--- config.mk ---
export PLATFORM = sky130hd
export DESIGN_NAME = mbist_march_ctrl
export DESIGN_NICKNAME = d
export VERILOG_FILES = /design/src/rtl/mbist_pkg.sv /design/src/rtl/mbist_addr_gen.sv /design/src/rtl/mbist_march_ctrl.sv
export SDC_FILE = /design/constraint.sdc
export NUM_CORES = 1
export LEC_CHECK = 0
export CAP_MARGIN = 30
export CORE_AREA = 5 5 62 64
export CTS_BUF_LIST = sky130_fd_sc_hd__clkbuf_4
export DETAILED_ROUTE_END_ITERATION = 10
export DIE_AREA = 0 0 67 69
export PLACE_DENSITY = 0.78
export SYNTH_ARGS = -nofsm -noshare
export SYNTH_HDL_FRONTEND = slang
export SYNTH_SLANG_ARGS = --single-unit
--- constraint.sdc ---
create_clock -name clk -period 8.26 [get_ports clk]
set_input_delay 0.826 -clock clk [delete_from_list [all_inputs] [get_ports clk]]
set_output_delay 0.826 -clock clk [all_outputs]
set_load 0.005 [all_outputs]
--- src/rtl/mbist_pkg.sv ---
// Shared types and March C- element table for the MBIST controller.
// Elements: M0 up(w0), M1 up(r0,w1), M2 up(r1,w0), M3 down(r0,w1),
// M4 down(r1,w0), M5 up(r0).
package mbist_pkg;

    typedef enum logic [1:0] {
        ST_IDLE  = 2'd0,
        ST_RUN   = 2'd1,
        ST_DRAIN = 2'd2,
        ST_DONE  = 2'd3
    } state_t;

    typedef enum logic [2:0] {
        M0 = 3'd0,
        M1 = 3'd1,
        M2 = 3'd2,
        M3 = 3'd3,
        M4 = 3'd4,
        M5 = 3'd5
    } elem_t;

    localparam elem_t LAST_ELEM = M5;

    // Address direction of an element: 1 = ascending, 0 = descending.
    function automatic logic elem_up(input elem_t e);
        return !((e == M3) || (e == M4));
    endfunction

    // Elements with a read followed by a write issue two ops per address.
    function automatic logic elem_two_ops(input elem_t e);
        return (e != M0) && (e != M5);
    endfunction

    // Background the read op of an element expects to find.
    function automatic logic elem_rd_bg(input elem_t e);
        return (e == M2) || (e == M4);
    endfunction

    // Background the write op of an element stores.
    function automatic logic elem_wr_bg(input elem_t e);
        return (e == M1) || (e == M3);
    endfunction

    // Op 0 is a read everywhere except the initialising M0; op 1 is always a write.
    function automatic logic op_is_write(input elem_t e, input logic op);
        logic w;
        if (e == M0)
            w = 1'b1;
        else if (e == M5)
            w = 1'b0;
        else
            w = op;
        return w;
    endfunction

endpackage

--- src/rtl/mbist_addr_gen.sv ---
// Up/down address counter for the March sequencer. load jumps to the first
// address of the direction given by load_up; step walks one address in the
// direction given by up; last flags the final address of that direction.
module mbist_addr_gen
    import mbist_pkg::*;
#(
    parameter int ADDR_W = 8
) (
    input  logic              clk,
    input  logic              rst,
    input  logic              load,
    input  logic              load_up,
    input  logic              step,
    input  logic              up,
    output logic [ADDR_W-1:0] addr,
    output logic              last
);

    localparam logic [ADDR_W-1:0] ADDR_MAX = '1;

    // Address register: load has priority over step.
    always_ff @(posedge clk) begin
        if (rst)
            addr <= '0;
        else if (load)
            addr <= load_up ? '0 : ADDR_MAX;
        else if (step)
            addr <= up ? (addr + 1'b1) : (addr - 1'b1);
    end

    assign last = up ? (addr == ADDR_MAX) : (addr == '0);

endmodule

--- src/rtl/mbist_march_ctrl.sv ---
// March C- MBIST controller for a single-port synchronous SRAM.
// Sequences all six elements back to back, one op per cycle, and compares
// read data RD_LAT cycles after each read strobe.
// Optional build macro MBIST_DIAG_EN: when defined, the address and element
// of the first mismatch are captured on fail_addr/fail_elem; otherwise
// those outputs are tied to zero and the capture logic is not built.
module mbist_march_ctrl
    import mbist_pkg::*;
#(
    parameter int ADDR_W = 8,
    parameter int DATA_W = 4,
    parameter int RD_LAT = 1
) (
    input  logic              clk,
    input  logic              rst,
    input  logic              start,
    input  logic              stop,
    output logic              tmode,
    output logic              mem_en,
    output logic              mem_we,
    output logic [ADDR_W-1:0] mem_addr,
    output logic [DATA_W-1:0] mem_wdata,
    input  logic [DATA_W-1:0] mem_rdata,
    output logic              done,
    output logic              fail,
    output logic [ADDR_W-1:0] fail_addr,
    output logic [2:0]        fail_elem
);

    localparam logic [1:0] DRAIN_LAST = 2'(RD_LAT - 1);
    localparam bit         LAT2       = (RD_LAT == 2);

    state_t            state, state_nxt;
    elem_t             elem, elem_nxt;
    logic              op, op_nxt;
    logic [1:0]        drain_cnt, drain_nxt;
    logic              ag_load, ag_load_up, ag_step;
    logic [ADDR_W-1:0] addr;
    logic              addr_last;
    logic              run, run_start, op_last, is_write, rd_push;

    mbist_addr_gen #(.ADDR_W(ADDR_W)) u_addr_gen (
        .clk     (clk),
        .rst     (rst),
        .load    (ag_load),
        .load_up (ag_load_up),
        .step    (ag_step),
        .up      (elem_up(elem)),
        .addr    (addr),
        .last    (addr_last)
    );

    assign run      = (state == ST_RUN);
    assign op_last  = !elem_two_ops(elem) || op;
    assign is_write = op_is_write(elem, op);
    assign rd_push  = run && !is_write;

    // Control state register.
    always_ff @(posedge clk) begin
        if (rst) begin
            state     <= ST_IDLE;
            elem      <= M0;
            op        <= 1'b0;
            drain_cnt <= 2'd0;
        end else begin
            state     <= state_nxt;
            elem      <= elem_nxt;
            op        <= op_nxt;
            drain_cnt <= drain_nxt;
        end
    end

    // Next-state logic: element/op sequencing and address-generator control.
    always_comb begin
        state_nxt  = state;
        elem_nxt   = elem;
        op_nxt     = op;
        drain_nxt  = drain_cnt;
        ag_load    = 1'b0;
        ag_load_up = 1'b1;
        ag_step    = 1'b0;
        run_start  = 1'b0;
        case (state)
            ST_IDLE: begin
                if (start && !stop) begin
                    state_nxt  = ST_RUN;
                    elem_nxt   = M0;
                    op_nxt     = 1'b0;
                    ag_load    = 1'b1;
                    ag_load_up = elem_up(M0);
                    run_start  = 1'b1;
                end
            end
            ST_RUN: begin
                if (stop) begin
                    state_nxt = ST_IDLE;
                end else if (!op_last) begin
                    op_nxt = 1'b1;
                end else begin
                    op_nxt = 1'b0;
                    if (!addr_last) begin
                        ag_step = 1'b1;
                    end else if (elem == LAST_ELEM) begin
                        state_nxt = ST_DRAIN;
                        drain_nxt = 2'd0;
                    end else begin
                        // Element boundary: jump straight to the next element's
                        // first address so no idle cycle is inserted.
                        elem_nxt   = elem_t'(elem + 3'd1);
                        ag_load    = 1'b1;
                        ag_load_up = elem_up(elem_nxt);
                    end
                end
            end
            ST_DRAIN: begin
                if (stop)
                    state_nxt = ST_IDLE;
                else if (drain_cnt == DRAIN_LAST)
                    state_nxt = ST_DONE;
                else
                    drain_nxt = drain_cnt + 2'd1;
            end
            ST_DONE: begin
                if (stop || !start)
                    state_nxt = ST_IDLE;
            end
            default: state_nxt = ST_IDLE;
        endcase
    end

    // Memory-side outputs are only driven while the sequencer runs.
    always_comb begin
        tmode     = (state != ST_IDLE);
        done      = (state == ST_DONE);
        mem_en    = run;
        mem_we    = run && is_write;
        mem_addr  = run ? addr : '0;
        mem_wdata = (run && is_write) ? {DATA_W{elem_wr_bg(elem)}} : '0;
    end

    // ---- Stage p0: read issued this cycle, expected data captured ----
    logic              vld_p0, vld_p1, vld_tl;
    logic [DATA_W-1:0] exp_p0, exp_p1, exp_tl;
    logic              mismatch;

    // Valid pipeline; flushed when a new test starts.
    always_ff @(posedge clk) begin
        if (rst || run_start) begin
            vld_p0 <= 1'b0;
            vld_p1 <= 1'b0;
        end else begin
            vld_p0 <= rd_push;
            vld_p1 <= vld_p0;
        end
    end

    // Expected-data pipeline.
    always_ff @(posedge clk) begin
        exp_p0 <= {DATA_W{elem_rd_bg(elem)}};
        // ---- Stage p1: second latency cycle, used when RD_LAT = 2 ----
        exp_p1 <= exp_p0;
    end

    // ---- Tail stage: compare against returning read data ----
    assign vld_tl   = LAT2 ? vld_p1 : vld_p0;
    assign exp_tl   = LAT2 ? exp_p1 : exp_p0;
    assign mismatch = vld_tl && (mem_rdata != exp_tl);

    // Sticky fail flag, cleared only by reset or a fresh start.
    always_ff @(posedge clk) begin
        if (rst || run_start)
            fail <= 1'b0;
        else if (mismatch)
            fail <= 1'b1;
    end

`ifdef MBIST_DIAG_EN
    logic [ADDR_W-1:0] addr_p0, addr_p1, addr_tl;
    logic [2:0]        elem_p0, elem_p1, elem_tl;

    // Diagnostic address/element pipeline alongside expected data.
    always_ff @(posedge clk) begin
        addr_p0 <= addr;
        elem_p0 <= elem;
        addr_p1 <= addr_p0;
        elem_p1 <= elem_p0;
    end

    assign addr_tl = LAT2 ? addr_p1 : addr_p0;
    assign elem_tl = LAT2 ? elem_p1 : elem_p0;

    // Capture only the first mismatch of a test.
    always_ff @(posedge clk) begin
        if (rst || run_start) begin
            fail_addr <= '0;
            fail_elem <= 3'd0;
        end else if (mismatch && !fail) begin
            fail_addr <= addr_tl;
            fail_elem <= elem_tl;
        end
    end
`else
    assign fail_addr = '0;
    assign fail_elem = 3'd0;
`endif

endmodule

# --- Word level (Yosys, flattened, before mapping) ---
# Index checks and enable logic that the tools add are counted.
word_totals:
  reg_bits: 19
  inputBits: 8
  output_inout_bits: 28
  wordCells: 119
classes:
  addsub: 4
  n_eq_ne: 26
  mux: 51
  reduce_logical: 30
op_table:
  columns: ["op", "n"]
  rows:
  - ["8-bit 2-to-1 mux", 5]
  - ["2-bit 2-to-1 mux", 14]
  - ["1-bit 2-to-1 mux", 21]
  - ["3-bit 2-to-1 mux", 5]
  - ["2-bit inequality test (second input constant)", 6]
  - ["6-bit AND reduction", 2]
  - ["3-bit by 2-bit == test with 1-bit output (second input constant)", 3]
  - ["3-bit == test (second input constant)", 3]
  - ["3-bit inequality test (second input constant)", 3]
  - ["8-bit by 1-bit adder with 8-bit output (second input constant)", 1]
  - ["8-bit == test (second input constant)", 1]
  - ["8-bit logical NOT", 1]
  - ["2-bit one-hot mux with 4 select lines", 1]
  - ["2-bit nonzero test", 4]
  - ["8-bit by 1-bit subtractor with 8-bit output (second input constant)", 1]
  - ["1-bit logical OR", 7]
  - ["7-bit AND reduction", 1]
  - ["2-bit by 1-bit inequality test with 1-bit output (second input constant)", 3]
  - ["3-bit by 2-bit inequality test with 1-bit output (second input constant)", 2]
  - ["3-bit one-hot mux with 2 select lines", 1]
  - ["1-bit logical AND", 5]
  - ["1-bit logical NOT", 5]
  - ["2-bit == test (second input constant)", 2]
  - ["2-bit logical NOT", 2]
  - ["other kinds (11)", 12]

# --- Logic depth before layout (Yosys ltp) ---
depth:
  depth_word: 11
  ltp_mapped: 11
  depth_no_buf: 11

# --- By module ---
# Synthesis repeated with hierarchy kept, for this count alone.
hier_totals:
  cells_unflattened: 201
  hier_area_um2: 1621.6
modules_own_cells:
  columns: ["mod", "instances", "cells_each", "area_each_um2", "seq_area_each_um2"]
  rows:
  - ["mbist_march_ctrl", 1, 118, 938.4, 220.2]
  - ["mbist_addr_gen", 1, 83, 683.2, 160.2]

# --- Worst setup path after synthesis ---
# OpenSTA, ideal clock, no wires.
synth_path:
  kind: "reg2reg"
  from: "reg elem[0]"
  to: "reg u_addr_gen.addr[7]"
  setup_ns: 0.095
  arrival_ns: 2.512
  t_required_ns: 8.165
  slack_ns: 5.653
  path_stages_with_launch: 12
  n_path_buf: 0
  period_less_slack_ns: 2.607
  path_cell_list: "dfxtp_1 -> inv_1 -> ha_1 -> mux2i_1 -> inv_1 -> ha_1 -> a21oi_1 -> o211ai_1 -> o41ai_1 -> xnor2_1 -> nand2_1 -> a221oi_1"
synth_via:
  elab_chain_len: 11
  word_cells_on_any_way: 34
  classes_between: "1 x add/sub; 6 x eq/ne; 19 x mux; 8 x reduce/logical"
synth_rtl:
  columns: ["element", "line", "source"]
  rows:
  - ["start, declared", "mbist_march_ctrl.sv:34", "elem_t elem, elem_nxt;"]
  - ["start signal, assigned", "mbist_march_ctrl.sv:67", "elem <= elem_nxt;"]
  - ["3-bit by 1-bit adder with 3-bit output", "mbist_march_ctrl.sv:109", "elem_nxt = elem_t'(elem + 3'd1);"]
  - ["3-bit by 2-bit == test with 1-bit output / 3-bit == test (equally long branches)", "mbist_pkg.sv:26", "return !((e == M3) || (e == M4));"]
  - ["1-bit logical OR", "mbist_pkg.sv:26", null]
  - ["1-bit logical NOT", "mbist_pkg.sv:26", null]
  - ["1-bit 2-to-1 mux", "mbist_march_ctrl.sv:103", "end else if (elem == LAST_ELEM) begin"]
  - ["1-bit 2-to-1 mux", "mbist_march_ctrl.sv:101", "if (!addr_last) begin"]
  - ["1-bit 2-to-1 mux", "mbist_march_ctrl.sv:97", "end else if (!op_last) begin"]
  - ["1-bit 2-to-1 mux", "mbist_march_ctrl.sv:95", "if (stop) begin"]
  - ["1-bit 2-to-1 mux", null, null]
  - ["8-bit 2-to-1 mux", "mbist_addr_gen.sv:26", "addr <= load_up ? '0 : ADDR_MAX;"]
  - ["8-bit 2-to-1 mux", "mbist_addr_gen.sv:25", "else if (load)"]
  - ["end signal, assigned", "mbist_addr_gen.sv:26", null]
  - ["end signal, assigned", "mbist_addr_gen.sv:28", "addr <= up ? (addr + 1'b1) : (addr - 1'b1);"]
  - ["end, declared", "mbist_addr_gen.sv:15", "output logic [ADDR_W-1:0] addr,"]
# Several ways; a longest one is shown, not always the timed one. The select of a mux whose other input is x is not followed.
# A chain may end at the register's enable or synchronous reset.

# --- Final worst setup path ---
layout_path:
  from: "reg state[0]"
  to: "out mem_wdata[2]"
layout_via:
  elab_chain_len: 3
layout_rtl:
  columns: ["element", "line", "source"]
  rows:
  - ["start, declared", "mbist_march_ctrl.sv:33", "state_t state, state_nxt;"]
  - ["start signal, assigned", "mbist_march_ctrl.sv:66", "state <= state_nxt;"]
  - ["2-bit by 1-bit == test with 1-bit output", "mbist_march_ctrl.sv:53", "assign run = (state == ST_RUN);"]
  - ["1-bit logical AND", "mbist_march_ctrl.sv:138", "mem_wdata = (run && is_write) ? {DATA_W{elem_wr_bg(elem)}} : '0;"]
  - ["4-bit 2-to-1 mux", "mbist_march_ctrl.sv:138", null]
  - ["end, declared", "mbist_march_ctrl.sv:22", "output logic [DATA_W-1:0] mem_wdata,"]
# Every way passes these cells.

==> results.toml <==
[cells_and_area]
antenna_cells = 0
drive_gt1_frac = 0.0766
finalNetCount = 232
nFillCells = 337
syn2layout_area_growth_pct = 14.1

[clock_network]
cts_root_buf = "clkbuf_4"
cts_buffers = 3
path_clk_slew_ns = 0.10
postCtsSetupRepairBufs = 0
cts.sinks = 19
clk_latency_ns = 0.29
htree_num_levels = 1
cts_hold_buf = 0
cts_tree = "yes"
clockBufferDepth = 2
cts_resized = 0

[routing]
drc_errors = 0
met1Wirelength_mm = 1.46
num_vias = 1335
drt_iter0_drc = 96
first_pass_iters = 4
routed_wl_mm = 3.14
ant_nets = 0
met2_length_mm = 1.48
vias_per_cell = 5.24
avgRoutedWirePerCell_um = 12.3
wl_met3_um = 158
maxUsedRoutingLayer = "met4"

[synth]
ys_seq_area_frac = 0.246
synth_top_family_by_area = "simple AND/OR/NAND/NOR gates"
yosysWarningCount = 0
yosys.area.top_type = "dfxtp_1"
synth_edf_count = 0
ys.flop_type = "dfxtp_1"
syn_area_um2 = 1550
synth_top_cell_area_share = 0.246
synthMuxAreaShare = 0.0340
synthCells = 191
synth_area_per_cell_um2 = 8.10
synth_compound_area_frac = 0.181
ys_async_sr_fraction = 0
synthSimpleGateAreaFrac = 0.240
synth_cell_types = 50
synth_commonest_cells = "24 x nor2_1, 19 x dfxtp_1, 18 x inv_1"
synth.area.top_cells = "dfxtp_1 25%, ha_1 11%, buf_4 7.3%"
ys_ff_latch = 19
synthXorXnorAreaFrac = 0.0396
synth_most_common_cell = "nor2_1"
synth-adder-area-share = 0.118

[power]
p_int_w = 0.000171
power.share.sequential = 0.430
comb_power_share = 0.385
clkPwrFrac = 0.185
max-vdd-ir-drop_v = 0.0000723
power_density_nw_per_um2 = 150
p_leak_nw = 0.703
switching_share = 0.354
power.switching_w = 0.0000936

[grt]
antenna_found_initial = 0
grt_usage = 0.147
grt_pass1_wl_mm = 5.59
grt_pass1_vias = 1310
overflow = 0
grt_max_degree = 19

[critical_path]
crit_chain = "nand2b_1 -> inv_1 -> o21ai_0 -> nor2_1 -> clkdlybuf4s50_1"
startpoint_type = "register"
critPathRequiredTime_ns = 7.43
worstSetupEndpointType = "primary output"
cp_top_family = "buffers and inverters"
rr_endpoint = "u_addr_gen.addr[7]"
worst-path-buf-inv = 2
critPathKind = "register to primary output"
reg2reg_depth = 11
critPathSlowestCell = "clkdlybuf4s50_1"
r2r-start = "elem[0]"
critPathArrivalTime_ns = 2.50
crit_fanout = 13
max_stage_delay_ns = 0.55
worst-r2r-setup-slack_ns = 5.12

[worst_hold_path]
hold_depth = 2
min_to = "drain_cnt[1]"
hp-start = "drain_cnt[1]"
hp-class = "register to register"

[die]
die_width_um = 67
fp.dieH_um = 69
rows = 21
die-area_um2 = 4620
coreArea_um2 = 3230
start_util = 0.479
ios = 36

[place]
dp_hpwl_mm = 2.49
io_buffers = 24
place_ws_ns = 5.13
gp_congestion = 0.873

[timing]
slew_headroom = 0.553
hold_violations = 0
report.final.slew_viol_count = 0
fin_worst_skew_ns = 0.00812
final.period_utilization = 0.402
fin_ws_ns = 4.94
fmaxAchievable_mhz = 301
min_period_ns = 3.32
tightest_slew_ns = 0.668
rsz0062_at_grt = "no"
fin_setup_tns_ns = 0
setup_viol = 0

[run]
drv_cap = 0

[run_status]
status = "completed"
[power by group through the flow]
stage	sequential (W)	clock, W	combinational (W)
floorplan	0.000110	0	0.0000789
global placement	0.000116	0	0.0000999
detailed placement	0.000116	0	0.000102
CTS	0.000114	0.0000501	0.000102
global route	0.000116	0.0000560	0.000115
finish	0.000114	0.0000490	0.000102
[worst min-delay path, stage by stage (launching register included)]
cell and delay, ns:
dfxtp_1 0.32, nand2_1 0.05, a21oi_1 0.05
[per-stage QoR]
stage               cells  power [W]  instance area (um^2)  utilization  hold slack [ns]
finish                255   0.000265                  1770        0.546            0.459
global route          255   0.000287                  1770        0.546            0.500
CTS                   255   0.000266                  1770        0.546            0.465
detailed placement    251   0.000218                  1740        0.537            0.451
global placement      251   0.000216                  1740        0.537            0.443
floorplan             201   0.000189                  1590            -            0.432
[layer usage]
metal  vias to the layer above  GRT usage
li1                        676          -
met1                       622      0.190
met2                        31      0.237
met3                         6     0.0276
met4                         0     0.0586
met5                         -          0
[how the worst max path moves through the flow]
stage | slack (ns) | start | to | cells after the start
detailed placement | 5.13 | elem[0] | u_addr_gen.addr[7] | 11
CTS | 4.92 | state[0] | mem_wdata[2] | 5
finish | 4.94 | state[0] | mem_wdata[2] | 5
global placement | 5.21 | elem[0] | u_addr_gen.addr[7] | 11
floorplan | 5.65 | elem[0] | u_addr_gen.addr[7] | 11
global route | 4.65 | state[0] | mem_wdata[1] | 5
[area by class of cell]
cell class | count | area [um^2] | area share
timing repair buffer | 24 | 240 | 0.136
sequential | 19 | 380 | 0.215
inverter | 18 | 67.6 | 0.0383
tap | 46 | 57.6 | 0.0326
clock buffer | 4 | 30.0 | 0.0170
multi-input combinational | 144 | 990 | 0.561
[state kept, by name, summed over array words and instances (netlist names)]
register	flops
u_addr_gen.addr	8
vld_p0	1
fail	1
drain_cnt	2
state	2
op	1
elem	3
exp_p0	1
[cells by family after synthesis]
kind of cell	count (synthesis)
AND/OR/NAND/NOR	69
AO/OA/AOI/OAI	38
buffers and inverters	38
flip-flops	19
adder cells (fa/ha/maj)	14
XOR/XNOR	7
multiplexers	5
other	1
[placed cells by master (no fill, tap or decap), drive strengths merged, types with 2 or more instances in the layout]
| cell type | instances |
|---|---|
| nor2 | 25 |
| clkdlybuf4s50 | 24 |
| dfxtp | 19 |
| inv | 18 |
| nand2 | 14 |
| a21oi | 14 |
| ha | 13 |
| conb | 11 |
| a221oi | 8 |
| xnor2 | 6 |
| nor3 | 5 |
| clkbuf | 4 |
| nand2b | 3 |
| o21ai | 3 |
| mux2i | 3 |
| nand3 | 3 |
| nor3b | 3 |
| or4 | 3 |
| or2 | 2 |
| mux2 | 2 |
| and3 | 2 |
| nor4 | 2 |
| o211ai | 2 |
| and4 | 2 |
| a211oi | 2 |
No activity file was read; power rests on OpenSTA's default activity.
